===== src/rtl/sdram_port_arbiter_pkg.sv =====
// Shared types and constants for the SDRAM byte-port arbiter: FSM states,
// requester indices and the byte returned when a read times out.
package sdram_port_arbiter_pkg;

   typedef enum logic [1:0] {
      ST_IDLE   = 2'd0,
      ST_ISSUE  = 2'd1,
      ST_RDWAIT = 2'd2,
      ST_DONE   = 2'd3
   } arb_state_t;

   localparam logic [1:0] REQ_ERASER = 2'd0;
   localparam logic [1:0] REQ_DLOAD  = 2'd1;
   localparam logic [1:0] REQ_CPU    = 2'd2;
   localparam logic [1:0] OWNER_NONE = 2'd3;

   localparam logic [7:0] RD_FILL_BYTE = 8'hFF;

   // OWNER_NONE maps to no ack bit at all.
   function automatic logic [2:0] owner_onehot(input logic [1:0] idx);
      logic [2:0] v;
      v = 3'b000;
      case (idx)
         REQ_ERASER: v = 3'b001;
         REQ_DLOAD:  v = 3'b010;
         REQ_CPU:    v = 3'b100;
         default:    v = 3'b000;
      endcase
      return v;
   endfunction

endpackage


===== src/rtl/sdram_prio_pick.sv =====
// Combinational winner selection: fixed priority eraser > downloader > CPU,
// overridden in favour of the CPU once it has been skipped MAX_SKIP times.
module sdram_prio_pick
   import sdram_port_arbiter_pkg::*;
#(
   parameter int MAX_SKIP = 4,
   parameter int SKIP_W   = 3
) (
   input  logic [2:0]        i_req,
   input  logic [SKIP_W-1:0] i_skip_cnt,
   output logic [1:0]        o_winner,
   output logic              o_valid
);

   logic w_cpu_forced;

   assign w_cpu_forced = i_req[REQ_CPU] && (i_skip_cnt >= SKIP_W'(MAX_SKIP));

   always_comb begin
      o_winner = OWNER_NONE;
      o_valid  = |i_req;
      if (w_cpu_forced) begin
         o_winner = REQ_CPU;
      end else if (i_req[REQ_ERASER]) begin
         o_winner = REQ_ERASER;
      end else if (i_req[REQ_DLOAD]) begin
         o_winner = REQ_DLOAD;
      end else if (i_req[REQ_CPU]) begin
         o_winner = REQ_CPU;
      end
   end

endmodule


===== src/rtl/sdram_port_arbiter.sv =====
// Serialises eraser, downloader and CPU transfers onto the single SDRAM byte
// port, returning read data plus a one-cycle ack (and err on read timeout).
//
// state     | meaning
// ST_IDLE   | no owner; arbitrate and latch the winner's command
// ST_ISSUE  | mem_valid held until the controller accepts
// ST_RDWAIT | read accepted; wait for mem_rvalid or the timeout
// ST_DONE   | pulse ack (and err) to the owner, release ownership
module sdram_port_arbiter
   import sdram_port_arbiter_pkg::*;
#(
   parameter int ADDR_W     = 25,
   parameter int MAX_SKIP   = 4,
   parameter int RD_TIMEOUT = 255
) (
   input  logic                   i_clk,
   input  logic                   i_reset_n,
   input  logic [2:0]             i_req,
   input  logic [2:0][ADDR_W-1:0] i_addr,
   input  logic [2:0]             i_we,
   input  logic [2:0][7:0]        i_wdata,
   output logic [2:0]             o_ack,
   output logic [7:0]             o_rdata,
   output logic                   o_err,
   output logic [1:0]             o_owner,
   output logic                   o_mem_valid,
   output logic                   o_mem_we,
   output logic [ADDR_W-1:0]      o_mem_addr,
   output logic [7:0]             o_mem_wdata,
   input  logic                   i_mem_ready,
   input  logic                   i_mem_rvalid,
   input  logic [7:0]             i_mem_rdata
);

   localparam int SKIP_W = (MAX_SKIP < 1) ? 1 : $clog2(MAX_SKIP + 1);
   localparam int TMO_W  = (RD_TIMEOUT < 2) ? 1 : $clog2(RD_TIMEOUT + 1);

   arb_state_t          r_state;
   logic [2:0]          r_ack;
   logic                r_err;
   logic                r_err_flag;
   logic [7:0]          r_rdata;
   logic [1:0]          r_owner;
   logic                r_mem_valid;
   logic                r_mem_we;
   logic [ADDR_W-1:0]   r_mem_addr;
   logic [7:0]          r_mem_wdata;
   logic [SKIP_W-1:0]   r_skip_cnt;
   logic [TMO_W-1:0]    r_tmo_cnt;

   logic [1:0]          w_winner;
   logic                w_pick_valid;
   logic [ADDR_W-1:0]   w_sel_addr;
   logic                w_sel_we;
   logic [7:0]          w_sel_wdata;
   logic                w_tmo_hit;

   sdram_prio_pick #(
      .MAX_SKIP (MAX_SKIP),
      .SKIP_W   (SKIP_W)
   ) u_prio_pick (
      .i_req      (i_req),
      .i_skip_cnt (r_skip_cnt),
      .o_winner   (w_winner),
      .o_valid    (w_pick_valid)
   );

   always_comb begin
      w_sel_addr  = i_addr[REQ_ERASER];
      w_sel_we    = i_we[REQ_ERASER];
      w_sel_wdata = i_wdata[REQ_ERASER];
      case (w_winner)
         REQ_DLOAD: begin
            w_sel_addr  = i_addr[REQ_DLOAD];
            w_sel_we    = i_we[REQ_DLOAD];
            w_sel_wdata = i_wdata[REQ_DLOAD];
         end
         REQ_CPU: begin
            w_sel_addr  = i_addr[REQ_CPU];
            w_sel_we    = i_we[REQ_CPU];
            w_sel_wdata = i_wdata[REQ_CPU];
         end
         default: ;
      endcase
   end

   // Last RDWAIT cycle: the counter holds the number of cycles already waited.
   assign w_tmo_hit = (r_tmo_cnt == TMO_W'(RD_TIMEOUT - 1));

   always_ff @(posedge i_clk or negedge i_reset_n) begin
      if (!i_reset_n) begin
         r_state     <= ST_IDLE;
         r_ack       <= 3'b000;
         r_err       <= 1'b0;
         r_err_flag  <= 1'b0;
         r_rdata     <= 8'h00;
         r_owner     <= OWNER_NONE;
         r_mem_valid <= 1'b0;
         r_mem_we    <= 1'b0;
         r_mem_addr  <= '0;
         r_mem_wdata <= 8'h00;
         r_skip_cnt  <= '0;
         r_tmo_cnt   <= '0;
      end else begin
         r_ack <= 3'b000;
         r_err <= 1'b0;
         case (r_state)
            ST_IDLE: begin
               if (w_pick_valid) begin
                  r_owner     <= w_winner;
                  r_mem_valid <= 1'b1;
                  r_mem_we    <= w_sel_we;
                  r_mem_addr  <= w_sel_addr;
                  r_mem_wdata <= w_sel_wdata;
                  r_state     <= ST_ISSUE;
                  // Only grants that overtake a waiting CPU count as skips.
                  if ((w_winner == REQ_CPU) || !i_req[REQ_CPU]) begin
                     r_skip_cnt <= '0;
                  end else begin
                     r_skip_cnt <= r_skip_cnt + SKIP_W'(1);
                  end
               end
            end
            ST_ISSUE: begin
               if (i_mem_ready) begin
                  r_mem_valid <= 1'b0;
                  r_tmo_cnt   <= '0;
                  r_err_flag  <= 1'b0;
                  r_state     <= r_mem_we ? ST_DONE : ST_RDWAIT;
               end
            end
            ST_RDWAIT: begin
               if (i_mem_rvalid) begin
                  r_rdata <= i_mem_rdata;
                  r_state <= ST_DONE;
               end else if (w_tmo_hit) begin
                  r_rdata    <= RD_FILL_BYTE;
                  r_err_flag <= 1'b1;
                  r_state    <= ST_DONE;
               end else begin
                  r_tmo_cnt <= r_tmo_cnt + TMO_W'(1);
               end
            end
            ST_DONE: begin
               r_ack      <= owner_onehot(r_owner);
               r_err      <= r_err_flag;
               r_err_flag <= 1'b0;
               r_owner    <= OWNER_NONE;
               r_state    <= ST_IDLE;
            end
            default: r_state <= ST_IDLE;
         endcase
      end
   end

   assign o_ack       = r_ack;
   assign o_err       = r_err;
   assign o_rdata     = r_rdata;
   assign o_owner     = r_owner;
   assign o_mem_valid = r_mem_valid;
   assign o_mem_we    = r_mem_we;
   assign o_mem_addr  = r_mem_addr;
   assign o_mem_wdata = r_mem_wdata;

endmodule


===== config.mk =====
export PLATFORM = sky130hd
export DESIGN_NAME = sdram_port_arbiter
export DESIGN_NICKNAME = d
export VERILOG_FILES = /design/src/rtl/sdram_port_arbiter_pkg.sv /design/src/rtl/sdram_prio_pick.sv /design/src/rtl/sdram_port_arbiter.sv
export SDC_FILE = /design/constraint.sdc
export NUM_CORES = 1
export LEC_CHECK = 0
export ABC_AREA = 1
export CORE_ASPECT_RATIO = 1.5
export CORE_MARGIN = 4
export CORE_UTILIZATION = 35
export CTS_CLUSTER_SIZE = 40
export DETAILED_ROUTE_END_ITERATION = 16
export GPL_TIMING_DRIVEN = 1
export PLACE_DENSITY_LB_ADDON = 0.25
export SETUP_SLACK_MARGIN = 0.3
export SKIP_CTS_REPAIR_TIMING = 1
export SLEW_MARGIN = 0
export SYNTH_ARGS = -nofsm -noshare
export SYNTH_HDL_FRONTEND = slang
export SYNTH_SLANG_ARGS = --single-unit
export TNS_END_PERCENT = 5

===== constraint.sdc =====
create_clock -name i_clk -period 1.9 [get_ports i_clk]
set_input_delay 0.19 -clock i_clk [delete_from_list [all_inputs] [get_ports i_clk]]
set_output_delay 0.19 -clock i_clk [all_outputs]
set_load 0.02 [all_outputs]

==> results of run 1 <==
## placed cells by master (no fill, tap or decap), types with 3 or more instances in the layout
| master | n |
|---|---|
| a21oi_1 | 76 |
| nor3_1 | 4 |
| o21ai_1 | 8 |
| nand2_4 | 3 |
| nand2_2 | 4 |
| nand2_1 | 139 |
| nor2_1 | 16 |
| dfrtp_1 | 61 |
| inv_1 | 32 |
| clkdlybuf4s50_1 | 163 |
| nand3_1 | 14 |
| buf_12 | 6 |
| buf_4 | 7 |
| ha_1 | 6 |
| clkbuf_16 | 12 |
| o21ai_0 | 40 |
## routing by layer
metal / global-route usage (%) / vias up
li1: - / 1793
met1: 21.14 / 1672
met2: 32.26 / 124
met3: 4.738 / 14
met4: 5.784 / 0
met5: 0 / -
## logic make-up (layout without fill, tap and decap cells)
family          count (synthesis)  count (layout)  share of synthesized area (%)
flops                          63              63                          45.67
fa+ha+maj                       9               9                          3.257
buf+inv                        58             230                          7.853
compound gates                128             128                          18.78
mux                             1               1                         0.2896
xor+xnor                        2               2                         0.5068
simple gates                  188             188                          23.63
## report_power, final
part	internal (mW)	total, mW	switching, mW
combinational	1.81	3.98	2.17
clock	0.936	1.48	0.540
sequential	1.89	2.21	0.321
## flip-flops by register name, summed over array words and instances, names as in the netlist
signal,flops
o_mem_valid,1
o_ack,3
o_mem_we,1
r_skip_cnt,3
r_state,2
o_mem_wdata,8
o_owner,2
o_mem_addr,25
r_err_flag,1
o_rdata,8
o_err,1
r_tmo_cnt,8
## path summary, 6_finish.rpt
check | start | end | cells after the start
setup reg to reg | r_skip_cnt[2]$_DFFE_PN0P_ | o_mem_wdata[6]$_DFFE_PN0P_ | 9
min in group asynchronous | i_reset_n | o_mem_addr[0]$_DFFE_PN0P_ | 2
max in group asynchronous | i_reset_n | o_owner[1]$_DFFE_PN1P_ | 3
hold / removal | i_req[2] | r_skip_cnt[1]$_DFFE_PN0P_ | 4
hold reg to reg | o_mem_addr[15]$_DFFE_PN0P_ | o_mem_addr[15]$_DFFE_PN0P_ | 2
setup / recovery | r_skip_cnt[2]$_DFFE_PN0P_ | o_mem_wdata[6]$_DFFE_PN0P_ | 9
## per-stage QoR
stage               cells  instance area, um2  util, %  total power [mW]  worst slack [ps]
finish                736                5668    58.50             7.661             223.0
global route          736                5668    58.50             8.241             134.7
CTS                   730                5520    56.97             7.514             94.94
detailed placement    716                5255    54.24             5.987            -176.4
global placement      716                5255    54.24             5.914            -131.9
floorplan             449                3482        -             4.386             295.3
## area by class of cell
cell class | instances | area (um2) | area share [%]
inverters | 34 | 127.6 | 2.252
flip-flops and latches | 63 | 1579 | 27.86
clock inverters | 1 | 5.005 | 0.08830
well taps | 115 | 143.9 | 2.539
repair buffers | 182 | 1907 | 33.64
clock buffers | 13 | 260.3 | 4.592
multi-input cells | 328 | 1645 | 29.03
## critical path, delay by kind of cell, from the launching register on
kind,cells,cell delay [ps]
AOI/OAI and AO/OA,4,400
DFF,1,390
buffers and inverters,3,340
adders and majority gates,1,340
and+or+nand+nor,1,80
==> flow_metrics.py, run 1 <==
metrics = {
    "synthesis": {
        "synth_area_mm2": 0.003457,
        "synth_ff_type": "dfrtp_1",
        "synth_top_area_share_pct": 44.15,
        "avgSynthCellArea_um2": 7.699,
        "synth_edf_count": 0,
        "synth_area_leader_cell": "dfrtp_1",
        "synthCells": 449,
        "synth_cell_types": 29,
        "ys_ff_latch": 63,
        "synthTopCellsByArea": "dfrtp_1 (44%), nand2_1 (15%), a21oi_1 (11%), o21ai_0 (6.4%), inv_1 (3.7%)",
        "ys_warn_count": 0,
        "seq_area_frac_synth_pct": 45.67,
        "synth_nets": 575,
        "yosysMostFrequentCell": "nand2_1",
        "synth_common_cells": "nand2_1 (140), a21oi_1 (77), dfrtp_1 (61)",
        "async_flop_share_pct": 100.0,
    },
    "worst_setup_path": {
        "crit_path_end_kind": "flip-flop",
        "cp_slowest_cell": "dfrtp_1",
        "cp_data_required_time_ps": 2090,
        "path_class": "reg2reg",
        "cp_common_cell": "a21oi_1",
        "cp.arrival_ps": 1870,
        "r2r_slack_ps": 220,
        "cp-start-kind": "flip-flop",
        "worst_path_largest_cell_delay_ps": 390,
        "crit_chain": "nand2_2, inv_1, a21oi_2, inv_2, ha_4, clkbuf_16, a21oi_1, a21oi_1, o21ai_0",
        "worst-path-max-fanout": 24,
    },
    "route": {
        "top_layer": "met4",
        "wirelength_um": 11440,
        "antenna_left": 0,
        "dr.pass1.iters": 5,
        "wl_met3_um": 955,
        "drt_iter0_drc": 140,
        "met1Wirelength_um": 4485,
        "drt-vias-per-instance": 4.895,
        "met2_length_um": 5807,
        "route.detailed.drc": 0,
        "vias": 3603,
        "wl_per_cell_um": 15.54,
    },
    "floorplanning": {
        "dieWidth_um": 89.15,
        "die_y_um": 129.7,
        "io_pins": 166,
        "die_area_mm2": 0.01156,
        "rows": 44,
        "core_area_mm2": 0.009689,
        "start_util_pct": 35.68,
    },
    "grt": {
        "grt_overflow": 0,
        "grt_pass1_wl_um": 16430,
        "grt_max_degree": 69,
        "grt_pass1_vias": 3432,
        "antenna_found_initial": 0,
        "grtUsageTotal_pct": 18.23,
    },
    "clock_network": {
        "h-tree-depth": 3,
        "clockBufferDepth": 2,
        "cts_buffers": 9,
        "clkTransAtPathRegs_ps": 50,
        "cts_sinks": 63,
        "root_buffer": "clkbuf_16",
        "clkLatencyLatePin_ps": 320,
        "cts_tree": "yes",
    },
    "flow_run": {
        "maxCapViolCount": 0,
    },
    "placed_design": {
        "place.gp.congestion": 0.8506,
        "portBuffers": 165,
        "dp_hpwl_um": 8068,
    },
    "pwr": {
        "p_leak_nw": 2.458,
        "ir_worst_vdd_uv": 726.9,
        "powerDensity_mw_per_mm2": 1352,
    },
    "timing": {
        "tightest_slew_ps": 565.1,
        "period_share_pct": 88.27,
        "setup-tns-final_ps": 0,
        "skew_ps": 4.049,
        "finalHoldViolCount": 0,
        "rsz0062_at_grt": "true",
        "min_period_ps": 1677,
        "max_slew_margin_pct": 62.32,
        "drv_slew": 0,
        "holdWs_ps": 349.6,
        "max_freq_mhz": 596.3,
        "setup_viol": 0,
    },
    "finish": {
        "antenna_cells": 0,
        "syn_to_final_growth_pct": 63.95,
        "layout.nets": 744,
        "fill_cells": 916,
        "drive_gt1_share_pct": 8.213,
    },
    "min_path": {
        "hold_path_class": "in2reg",
    },
    "outcome": {
        "outcome": "complete, no violations",
    },
}
Note: power is estimated with default switching activity, not from simulation.
==> run 2, diff against run 1 <==
--- a/config.mk
+++ b/config.mk
@@ -9,9 +9,9 @@
 export CORE_ASPECT_RATIO = 1.5
 export CORE_MARGIN = 4
 export CORE_UTILIZATION = 35
-export CTS_CLUSTER_SIZE = 40
+export CTS_CLUSTER_SIZE = 28
 export DETAILED_ROUTE_END_ITERATION = 16
-export GPL_TIMING_DRIVEN = 1
+export GPL_TIMING_DRIVEN = 0
 export PLACE_DENSITY_LB_ADDON = 0.25
 export SETUP_SLACK_MARGIN = 0.3
 export SKIP_CTS_REPAIR_TIMING = 1
==> run 2 against run 1 <==
Against the previous run: the flow now finishes with violations (negative hold slack); power up 6.8%; first-iteration DRC count up 1.4%; worst setup slack worse by 79 ps; design area up 4.1%; non-clock buffer count increased by 10; cell count rose by 1.6%; clock skew up 1.7 ps; via count rose by 3.2%; global-route usage increased by 1.4 points; critical path depth is 1 higher; sequential power is essentially flat; largest cell class unchanged.
==> flow_metrics.py, run 2 (same netlist as run 1, synthesis figures left out) <==
metrics = {
    "worst_setup_path": {
        "critical_path_cell_count": 10,
        "cp_slowest_cell": "dfrtp_1",
        "r2r_end": "o_mem_addr[9]$_DFFE_PN0P_",
        "r2r_start": "r_skip_cnt[2]$_DFFE_PN0P_",
        "worst_path_largest_cell_delay_ps": 410,
        "reg2regPathDepth": 10,
        "r2r_slack_ps": 140,
        "cp.arrival_ps": 1970,
        "cp-start-kind": "flip-flop",
        "path_class": "reg2reg",
        "crit_start": "r_skip_cnt[2]$_DFFE_PN0P_",
        "crit_path_end_kind": "flip-flop",
        "critPathTopFamily": "buffers and inverters",
        "crit_chain": "nand2_2, inv_2, a21oi_4, inv_2, ha_4, buf_8, buf_12, clkbuf_16, a21oi_4, o21ai_2",
        "cp_data_required_time_ps": 2110,
        "crit_end": "o_mem_addr[9]$_DFFE_PN0P_",
        "worst-path-max-fanout": 7,
        "critPathBufInv": 5,
    },
    "pwr": {
        "powerDensity_mw_per_mm2": 1386,
        "ir_worst_vdd_uv": 852.6,
        "p_leak_nw": 2.533,
        "finalPower_mw": 8.179,
    },
    "route": {
        "antenna_left": 0,
        "wl_met3_um": 999,
        "wl_per_cell_um": 15.94,
        "vias": 3717,
        "dr.pass1.iters": 4,
        "wirelength_um": 11920,
        "drt_iter0_drc": 142,
        "drt-vias-per-instance": 4.969,
        "met1Wirelength_um": 4348,
        "met2_length_um": 6241,
        "route.detailed.drc": 0,
        "top_layer": "met4",
    },
    "placed_design": {
        "dp_hpwl_um": 8931,
        "portBuffers": 165,
        "pre_cts_ws_ps": -334.0,
        "place.gp.congestion": 0.8140,
    },
    "clock_network": {
        "clockBufferDepth": 2,
        "cts_buffers": 9,
        "clkTransAtPathRegs_ps": 50,
        "h-tree-depth": 3,
        "clkLatencyLatePin_ps": 330,
        "cts_tree": "yes",
        "cts_sinks": 63,
        "root_buffer": "clkbuf_16",
    },
    "timing": {
        "max_slew_margin_pct": 47.36,
        "tightest_slew_ps": 789.5,
        "max_freq_mhz": 569.5,
        "skew_ps": 5.790,
        "rsz0062_at_grt": "true",
        "finalHoldViolCount": 61,
        "timing.final.ws_setup_ps": 144.1,
        "setup_viol": 0,
        "period_share_pct": 92.42,
        "holdWs_ps": -53.22,
        "drv_slew": 0,
        "min_period_ps": 1756,
    },
    "finish": {
        "drive_gt1_share_pct": 14.53,
        "final_common_cell": "clkdlybuf4s50_1",
        "largest_register_ffs": 25,
        "mostFrequentLayoutCells": "clkdlybuf4s50_1 (163), nand2_1 (138), dfrtp_1 (61), a21oi_1 (50), inv_1 (32)",
        "layout.nets": 754,
        "syn_to_final_growth_pct": 70.65,
        "antenna_cells": 0,
    },
    "floorplanning": {
        "die_area_mm2": 0.01156,
        "die_y_um": 129.7,
        "rows": 44,
        "io_pins": 166,
        "start_util_pct": 35.68,
        "dieWidth_um": 89.15,
        "core_area_mm2": 0.009689,
    },
    "grt": {
        "grt_pass1_vias": 3684,
        "grt_pass1_wl_um": 17510,
        "grt_max_degree": 64,
        "grt_overflow": 0,
        "grtUsageTotal_pct": 19.59,
        "antenna_found_initial": 0,
    },
    "flow_run": {
        "maxCapViolCount": 0,
    },
    "min_path": {
        "hold_path_class": "in2async",
    },
    "outcome": {
        "outcome": "finished, violations left",
        "failed_checks": "negative hold slack",
    },
}
## run 2: cell count changes in the layout (fill, tap and decap cells not counted), sizes merged
cell,delta
dlygate4sd3,-1
clkinv,+2
clkbuf,+2
bufinv,+1
buf,+8
## run 2: metal layers
metal / vias up / GRT usage [%]
li1: 1822 / -
met1: 1731 / 20.85
met2: 142 / 35.91
met3: 22 / 5.433
met4: 0 / 7.362
met5: - / 0
## run 2: cell type report
| class | count | area (um2) |
|---|---|---|
| clock buffer | 12 | 246.5 |
| clock inverter | 4 | 45.04 |
| multi-input combinational | 328 | 1793 |
| sequential | 63 | 1579 |
| tap | 115 | 143.9 |
| fill | 828 | 3790 |
| inverter | 34 | 127.6 |
| buffer | 24 | 255.2 |
| timing repair buffer | 168 | 1709 |
## run 2: report_power, final
part	internal [mW]	switching [mW]
clock network	1.04	0.580
registers	1.88	0.316
logic	1.97	2.38
total	4.90	3.28
## run 2: how the worst min path moves through the flow
stage	end	slack, ps
after global placement	r_skip_cnt[1]$_DFFE_PN0P_	460
after floorplan	o_ack[0]$_DFF_PN0_	-110
after detailed placement	o_mem_addr[0]$_DFFE_PN0P_	330
final	o_mem_addr[0]$_DFFE_PN0P_	-50
after global routing	o_mem_addr[3]$_DFFE_PN0P_	20
after CTS	o_mem_addr[0]$_DFFE_PN0P_	-20
## run 2: stage by stage
step                TNS, ps  util, %  hold slack, ps  area (um2)  instances
global route              0    60.89           23.04        5899        748
floorplan                 0        -          -105.6        3482        449
CTS                       0    57.45          -15.85        5567        745
finish                    0    60.89          -53.22        5899        748
global placement     -98230    54.47           463.0        5278        729
detailed placement    -8983    54.44           333.7        5275        729
